`config.mk`:
```
export PLATFORM = sky130hd
export DESIGN_NAME = retry_ack_gen
export DESIGN_NICKNAME = d
export VERILOG_FILES = /design/src/rtl/retry_pkg.sv /design/src/rtl/ack_idle_timer.sv /design/src/rtl/retry_ack_gen.sv
export SDC_FILE = /design/constraint.sdc
export NUM_CORES = 1
export LEC_CHECK = 0
export ABC_AREA = 0
export BUFFER_PORTS_ARGS = -buffer_cell sky130_fd_sc_hd__buf_2
export CAP_MARGIN = 5
export CORE_MARGIN = 8
export CORE_UTILIZATION = 50
export DETAILED_ROUTE_END_ITERATION = 7
export GPL_ROUTABILITY_DRIVEN = 0
export PLACE_DENSITY = 0.82
export SLEW_MARGIN = 20
export SYNTH_ARGS = -nofsm -noshare
export SYNTH_HDL_FRONTEND = slang
export SYNTH_SLANG_ARGS = --single-unit
```
`constraint.sdc`:
```
create_clock -name i_clk -period 2.8 [get_ports i_clk]
set_clock_uncertainty 0.2 [all_clocks]
set_input_delay 0.14 -clock i_clk [delete_from_list [all_inputs] [get_ports i_clk]]
set_output_delay 0.14 -clock i_clk [all_outputs]
set_load 0.03 [all_outputs]
```
`src/rtl/retry_pkg.sv`:
```
// Shared types and default parameters for the link-layer retry ack generator.
package retry_pkg;

  localparam int unsigned ACK_CNT_W        = 8;
  localparam int unsigned ACK_UNIT_DEF     = 8;
  localparam int unsigned LLCRD_THRESH_DEF = 16;
  localparam int unsigned ACK_TIMEOUT_DEF  = 64;

  typedef logic [ACK_CNT_W-1:0] ack_cnt_t;

  localparam ack_cnt_t ACK_CNT_MAX = '1;

  typedef enum logic [1:0] {
    IDLE = 2'd0,
    WAIT = 2'd1,
    REQ  = 2'd2
  } ack_fsm_e;

endpackage

```
`src/rtl/ack_idle_timer.sv`:
```
// Clearable saturating idle counter; o_expired is high once the count has reached TIMEOUT.
module ack_idle_timer #(
  parameter int unsigned TIMEOUT = 64
) (
  input  logic i_clk,
  input  logic i_rst,
  input  logic i_clear,
  input  logic i_enable,
  output logic o_expired
);

  localparam int unsigned CNT_W = $clog2(TIMEOUT + 1);

  logic [CNT_W-1:0] cnt_q, cnt_d;
  logic             expired_q, expired_d;

  // Count while enabled, saturate at TIMEOUT, clear has priority
  always_comb begin
    cnt_d = cnt_q;
    if (i_clear) begin
      cnt_d = '0;
    end else if (i_enable && (cnt_q != CNT_W'(TIMEOUT))) begin
      cnt_d = cnt_q + CNT_W'(1);
    end
    expired_d = (cnt_d == CNT_W'(TIMEOUT));
  end

  always_ff @(posedge i_clk) begin
    if (i_rst) begin
      cnt_q     <= '0;
      expired_q <= 1'b0;
    end else begin
      cnt_q     <= cnt_d;
      expired_q <= expired_d;
    end
  end

  assign o_expired = expired_q;

endmodule

```
`src/rtl/retry_ack_gen.sv`:
```
// Receive-side ack generator: returns pending acks via Full_Ack bits or LLCRD ack flits.
// Optional idle timer built when RETRY_ACK_TIMEOUT_EN is defined.
module retry_ack_gen
  import retry_pkg::*;
#(
  parameter int unsigned ACK_UNIT     = ACK_UNIT_DEF,
  parameter int unsigned LLCRD_THRESH = LLCRD_THRESH_DEF,
  parameter int unsigned ACK_TIMEOUT  = ACK_TIMEOUT_DEF
) (
  input  logic           i_clk,
  input  logic           i_rst,
  input  logic           i_rx_flit_acked,
  input  logic           i_tx_prot_flit_sent,
  input  logic           i_llcrd_grant,
  input  logic           i_force_ack,
  output logic           o_full_ack_avail,
  output logic           o_llcrd_req,
  output logic [7:0]     o_llcrd_ack_val,
  output logic [7:0]     o_num_ack,
  output logic           o_ack_overflow
);

  ack_fsm_e state_q, state_d;
  ack_cnt_t num_ack_q, num_ack_d;
  ack_cnt_t ack_val_q, ack_val_d;
  logic     full_ack_q, full_ack_d;
  logic     llcrd_req_q, llcrd_req_d;
  logic     overflow_q, overflow_d;

  logic     grant_c;
  logic     full_dec_c;
  logic     sat_c;
  ack_cnt_t base_c;
  logic     timer_exp;

`ifdef RETRY_ACK_TIMEOUT_EN
  // Timer runs only in WAIT; leaving WAIT or sending a protocol flit restarts it
  ack_idle_timer #(
    .TIMEOUT (ACK_TIMEOUT)
  ) u_idle_timer (
    .i_clk     (i_clk),
    .i_rst     (i_rst),
    .i_clear   ((state_q != WAIT) || i_tx_prot_flit_sent),
    .i_enable  (state_q == WAIT),
    .o_expired (timer_exp)
  );
`else
  // No timer: the timeout parameter folds away to a constant-false expiry
  assign timer_exp = 1'b0 && (ACK_TIMEOUT > 0);
`endif

  // Pending-ack counter: a grant returns everything, else a Full_Ack returns ACK_UNIT
  always_comb begin
    grant_c    = i_llcrd_grant && llcrd_req_q;
    full_dec_c = i_tx_prot_flit_sent && full_ack_q;
    base_c     = num_ack_q;
    if (grant_c) begin
      base_c = '0;
    end else if (full_dec_c) begin
      base_c = num_ack_q - ack_cnt_t'(ACK_UNIT);
    end
    sat_c      = i_rx_flit_acked && (base_c == ACK_CNT_MAX);
    num_ack_d  = (i_rx_flit_acked && !sat_c) ? base_c + ack_cnt_t'(1) : base_c;
    overflow_d = overflow_q | sat_c;
  end

  // Next-state and registered-output decode
  always_comb begin
    state_d = state_q;
    unique case (state_q)
      IDLE: begin
        if (num_ack_d != '0) state_d = WAIT;
      end
      WAIT: begin
        if (num_ack_d == '0) begin
          state_d = IDLE;
        end else if ((num_ack_q >= ack_cnt_t'(LLCRD_THRESH)) || i_force_ack || timer_exp) begin
          state_d = REQ;
        end
      end
      REQ: begin
        if (grant_c) begin
          state_d = i_rx_flit_acked ? WAIT : IDLE;
        end else if (num_ack_d == '0) begin
          state_d = IDLE;
        end
      end
      default: state_d = IDLE;
    endcase
    full_ack_d  = (num_ack_d >= ack_cnt_t'(ACK_UNIT));
    llcrd_req_d = (state_d == REQ);
    ack_val_d   = (state_d == REQ) ? num_ack_d : '0;
  end

  always_ff @(posedge i_clk) begin
    if (i_rst) begin
      state_q     <= IDLE;
      num_ack_q   <= '0;
      ack_val_q   <= '0;
      full_ack_q  <= 1'b0;
      llcrd_req_q <= 1'b0;
      overflow_q  <= 1'b0;
    end else begin
      state_q     <= state_d;
      num_ack_q   <= num_ack_d;
      ack_val_q   <= ack_val_d;
      full_ack_q  <= full_ack_d;
      llcrd_req_q <= llcrd_req_d;
      overflow_q  <= overflow_d;
    end
  end

  assign o_full_ack_avail = full_ack_q;
  assign o_llcrd_req      = llcrd_req_q;
  assign o_llcrd_ack_val  = ack_val_q;
  assign o_num_ack        = num_ack_q;
  assign o_ack_overflow   = overflow_q;

endmodule

```
# Yosys cells after proc, flatten, opt, wreduce, memory -nomap -nowiden
# Cells that the tools add are included.
totals:
  reg_bits: 21
  output_inout_bits: 19
  wordCells: 36
op_classes:
  n_addsub: 2
  magnitude_cmp: 2
  n_eq_ne: 4
  n_mux: 10
  bitwise_logic: 2
  reduce_logical: 10
op_table:
  columns: ["cell", "n"]
  rows:
  - ["two-way mux 8 bit", 3]
  - ["two-way mux 2 bit", 5]
  - ["adder 8 x 1 -> 8 bit (second input constant)", 1]
  - ["== test 8 bit (second input constant)", 1]
  - ["greater-or-equal comparator 8 x 4 -> 1 bit (second input constant)", 1]
  - ["greater-or-equal comparator 8 x 5 -> 1 bit (second input constant)", 1]
  - ["zero test 8 bit", 1]
  - ["nonzero test 8 bit", 1]
  - ["subtractor 8 x 4 -> 8 bit (second input constant)", 1]
  - ["case mux 2 bit (3 select lines)", 1]
  - ["== test 2 bit (second input constant)", 2]
  - ["logical AND 1 bit", 4]
  - ["== test 2 x 1 -> 1 bit (second input constant)", 1]
  - ["zero test 2 bit", 1]
  - ["OR reduction 2 bit", 1]
  - ["zero test 1 bit", 1]
  - ["logical OR 1 bit", 1]
  - ["two-way mux 1 bit", 1]
  - ["NOT 1 bit", 1]
  - ["OR 1 bit", 1]

# Logic depth before layout (Yosys ltp)
depth:
  depth_word: 15
  mapped_depth: 10

# Worst setup path after synthesis
# No wires, ideal clock.
synth_timing:
  kind: "flip-flop to flip-flop"
  startpoint: "register num_ack_q[3] (netlist: o_num_ack[3])"
  endpoint: "register state_q[0]"
  setup_ps: 128
  t_arrival_ps: 2191
  required_time_ps: 2472
  slack_ps: 281
  path_stages_with_launch: 9
  path_buffers: 0
  period_less_slack_ps: 2519
  cell_sequence: "dfxtp_1 > inv_1 > ha_1 > and3_2 > or2_2 > nor4_1 > o211ai_1 > nor4b_4 > o22ai_2"
synth_between:
  elab_chain_cells: 12
synth_lines:
  columns: ["item", "line", "rtl"]
  rows:
  - ["start, declared", "retry_ack_gen.sv:24", "ack_cnt_t num_ack_q, num_ack_d;"]
  - ["start signal, assigned", "retry_ack_gen.sv:105", "num_ack_q <= num_ack_d;"]
  - ["parallel branches: the longest is 11 deep, another holds subtractor 8 x 4 -> 8 bit", null, null]
  - ["case mux 2 bit (3 select lines) *", "retry_ack_gen.sv:70", "unique case (state_q)"]
  - ["end signal, assigned", "retry_ack_gen.sv:104", "state_q <= state_d;"]
  - ["end, declared", "retry_ack_gen.sv:23", "ack_fsm_e state_q, state_d;"]
# Every way passes the cells marked *.
# A chain may end at the register's enable or synchronous reset.

# Worst setup path after layout
# Ends and elaborated chain as after synthesis.

==> reports/qor.txt <==
=====================================================================================================
Status                                                                                      completed
Final sum of negative setup slack                                                                0 ps
Critical path arrival                                                                         2580 ps
I/O pin total                                                                                      25
Crit path max fanout                                                                                7
Synth warnings                                                                                      0
Launch instance of the worst register-to-register path                                   o_num_ack[3]
DR pass1 iterations                                                                                 4
DRC errors left                                                                                     0
Critical Setup Path Class                                                                  reg -> reg
Root Buffer Master                                                                           clkbuf_4
GRT Resource Usage Total                                                                        14.2%
Wire per inst                                                                                 15.6 µm
Total of flip-flops plus latches after synthesis                                                   21
Inserted Clock Buffers                                                                              3
Via density                                                                                      5.99
Antenna violation net count after detailed routing                                                  0
Clk pin slew, worst setup/hold paths                                                           120 ps
Clock sinks                                                                                        21
Vias in the first global route                                                                  1,041
Number of pins exceeding their max-slew limit in the final report                                   0
Tot Pwr                                                                                       1.26 mW
Post-Syn Area                                                                                1160 µm²
Remaining max-slew budget at the tightest pin                                                   56.9%
Detailed Place HPWL                                                                           2100 µm
Share of cells above drive strength 1                                                           32.9%
Die width                                                                                     64.1 µm
Register-to-Register Setup Slack                                                               220 ps
Share of synthesized area spent on multiplexers                                                 3.03%
Maximum resistive drop on vdd                                                                0.500 mV
Syn_area_per_cell                                                                            9.04 µm²
Setup repair after global routing missed its margin                                             false
Iteration-0 DRC count of the detailed router                                                       31
Mapped Cells                                                                                      128
Worst setup slack before clock tree synthesis                                                  290 ps
Worst slack on hold paths                                                                     53.6 ps
Count of inserted antenna diode cells                                                               0
Effective utilization at floorplan                                                              52.8%
Post-layout worst setup margin                                                                 220 ps
Pwr dens                                                                                   934 nW/µm²
Path category of the worst min-delay check                                                  in -> reg
Critical path startpoint category                                                                flop
Endpoint of the most critical register-to-register path                                    state_q[0]
P_leak                                                                                       0.584 nW
Total detailed-routing wirelength                                                             2850 µm
Worst setup path start                                                                   o_num_ack[3]
Setup-failing EPs final                                                                             0
H-tree Lvls                                                                                         1
Number of placement rows                                                                           17
Share of the cycle needed by the critical path after routing                                    92.1%
CTS tree                                                                                         done
Maximum root-to-sink buffer count                                                                   2
Final hold viol count                                                                               0
Register area share after synthesis                                                             36.3%
Clk_lat worst skew                                                                             310 ps
Cells along the critical path                                                            inv_1, ha_1, and4bb_2, a31oi_2, nand4b_2, o31a_1, nor4b_4, o22ai_2
Number of synthesized flops with an enable pin                                                      0
Complex-gate fraction of the synthesized area                                                   20.0%
Post-synthesis share of cell area spent on full adders, half adders and majority gates          2.16%
Period minus WS final                                                                         2580 ps
# port buffers                                                                                     24
Delay of the slowest critical-path stage                                                       440 ps
Highest achievable clock rate                                                                 388 MHz
Antenna violations before repair                                                                    0
Synth Flop Type                                                                               dfxtp_1
Slowest stage cell on the critical path                                                       dfxtp_1
End of the worst hold path                                                               o_num_ack[0]
Fraction of the mapped netlist area in simple logic gates                                       33.5%
Synthesized-area fraction occupied by xor and xnor cells                                        2.92%
Net total in the final layout                                                                     164
Core Box Area                                                                                2190 µm²
First-pass GRT wire length                                                                    4780 µm
Asr flop ratio synth                                                                               0%
Main combinational cell family by area after synthesis                                   simple AND/OR/NAND/NOR gates
Worst R2R Path Depth                                                                                8
Hold Startpoint                                                                          i_rx_flit_acked
Transition at the pin with the smallest max-transition slack                                   642 ps
Remaining global-route overflow                                                                     0
Setup bufs post-CTS                                                                                 0
Pin count of the biggest net entering global routing                                               14
Full die area                                                                                4110 µm²
Yosys cell types                                                                                   51
Worst path required time                                                                      2800 ps
Crit end category                                                                                flop
Net count after synthesis                                                                         136
Cell depth of the worst min-delay path                                                              4
Number of violations of the max-capacitance limit                                                   0
Die outline height                                                                            64.1 µm
Routed vias                                                                                     1,097
Relative area change from synthesis to final layout                                             16.2%
=====================================================================================================
-- sequential cells by signal (all words and copies together), names as in the netlist --
signal / cells
state_q: 2
o_llcrd_req: 1
o_full_ack_avail: 1
o_num_ack: 8
o_llcrd_ack_val: 8
o_ack_overflow: 1
-- cell usage after synthesis (all sizes together), types with 2 or more instances --
cell type	instances	area share [%]
o31ai	2	2.5
nor2	27	9.2
dfxtp	21	36
a21boi	2	1.6
clkbuf	2	0.65
a21bo	2	1.7
xor2	2	2.2
nor4	2	1.1
and3	2	1.6
o211a	2	1.7
and2	4	2.3
a21oi	2	0.86
o21ai	4	1.7
inv	3	0.97
nand3	3	1.3
mux2i	2	1.7
nand2	10	3.5
nor3	4	1.7
or3	5	3.6
or2	2	1.1
o22ai	3	2.2
a31oi	4	4.0
ha	2	2.2
-- power by group --
group | internal, mW | switching [mW] | leakage (nW) | total [mW]
clock network | 0.0534 | 0.0967 | 0.0177 | 0.150
registers | 0.363 | 0.0684 | 0.171 | 0.431
logic | 0.254 | 0.421 | 0.394 | 0.675
-- layer usage --
metal  vias to the layer above  track usage [%]  part of all wire [%]
li1                        521                -                     -
met1                       518             16.1                    41
met2                        50             24.3                    50
met3                         8             4.18                   7.3
met4                         0             5.72                   1.9
met5                         -                0                     0
-- critical path, delay by kind of cell, from the launching register on --
family                     cells  cell delay (ps)
AOI/OAI and AO/OA              3              630
buffers and inverters          1               70
adders and majority gates      1              290
and+or+nand+nor                3              840
DFF                            1              440
-- metrics by stage --
| step | cell area, µm² | instances | util [%] |
|---|---|---|---|
| 2_1_floorplan | 1160 | 128 | - |
| 3_3_place_gp | 1310 | 178 | 59.7 |
| 3_5_place_dp | 1310 | 178 | 59.7 |
| 4_1_cts | 1350 | 183 | 61.4 |
| 5_1_grt | 1350 | 183 | 61.4 |
| 6_report | 1350 | 183 | 61.4 |
-- worst max-delay path by stage --
stage / end / cells after the start / slack, ps
floorplan: state_q[0] / 8 / 280
global placement: o_llcrd_ack_val[1] / 8 / 390
detailed placement: state_q[0] / 8 / 290
CTS: state_q[0] / 8 / 250
global route: state_q[0] / 8 / 70
finish: state_q[0] / 8 / 220
-- placed cells by master, fill, tap and decap left out, types with 2 or more instances in the layout --
cell type and instances:
o22ai_1 2, nor3_1 4, nor2_2 2, mux2i_1 2, or3_4 2, o211a_1 2
o21ai_0 4, a31oi_1 2, clkbuf_4 3, nor4_1 2, and2_1 2, inv_1 3
nor2_1 25, a21oi_1 2, ha_1 2, nand3_1 3, nand2_1 9, buf_2 24
a21bo_2 2, or3_1 3, dfxtp_1 21, or2_2 2
-- area by class of cell --
| type | count | area (µm²) |
|---|---|---|
| Clock buffer | 3 | 22.5 |
| Clock inverter | 1 | 5.00 |
| Fill cell | 187 | 846 |
| Inverter | 3 | 11.3 |
| Multi-Input combinational cell | 101 | 713 |
| Sequential cell | 21 | 420 |
| Tap cell | 28 | 35.0 |
| Timing Repair Buffer | 26 | 138 |
-- cell families after synthesis --
group	Yosys count
and+or+nand+nor	67
buffers and inverters	6
AOI/OAI and AO/OA	26
adders and majority gates	2
muxes	3
DFF	21
xor gates and xnor gates	3
-- timing repair --
item | CTS | global route
gates resized for setup | 0 | 0
endpoints found under the hold margin | 10 | 0
hold buffers | 1 | 0
Power figures use the tool's default switching activity.
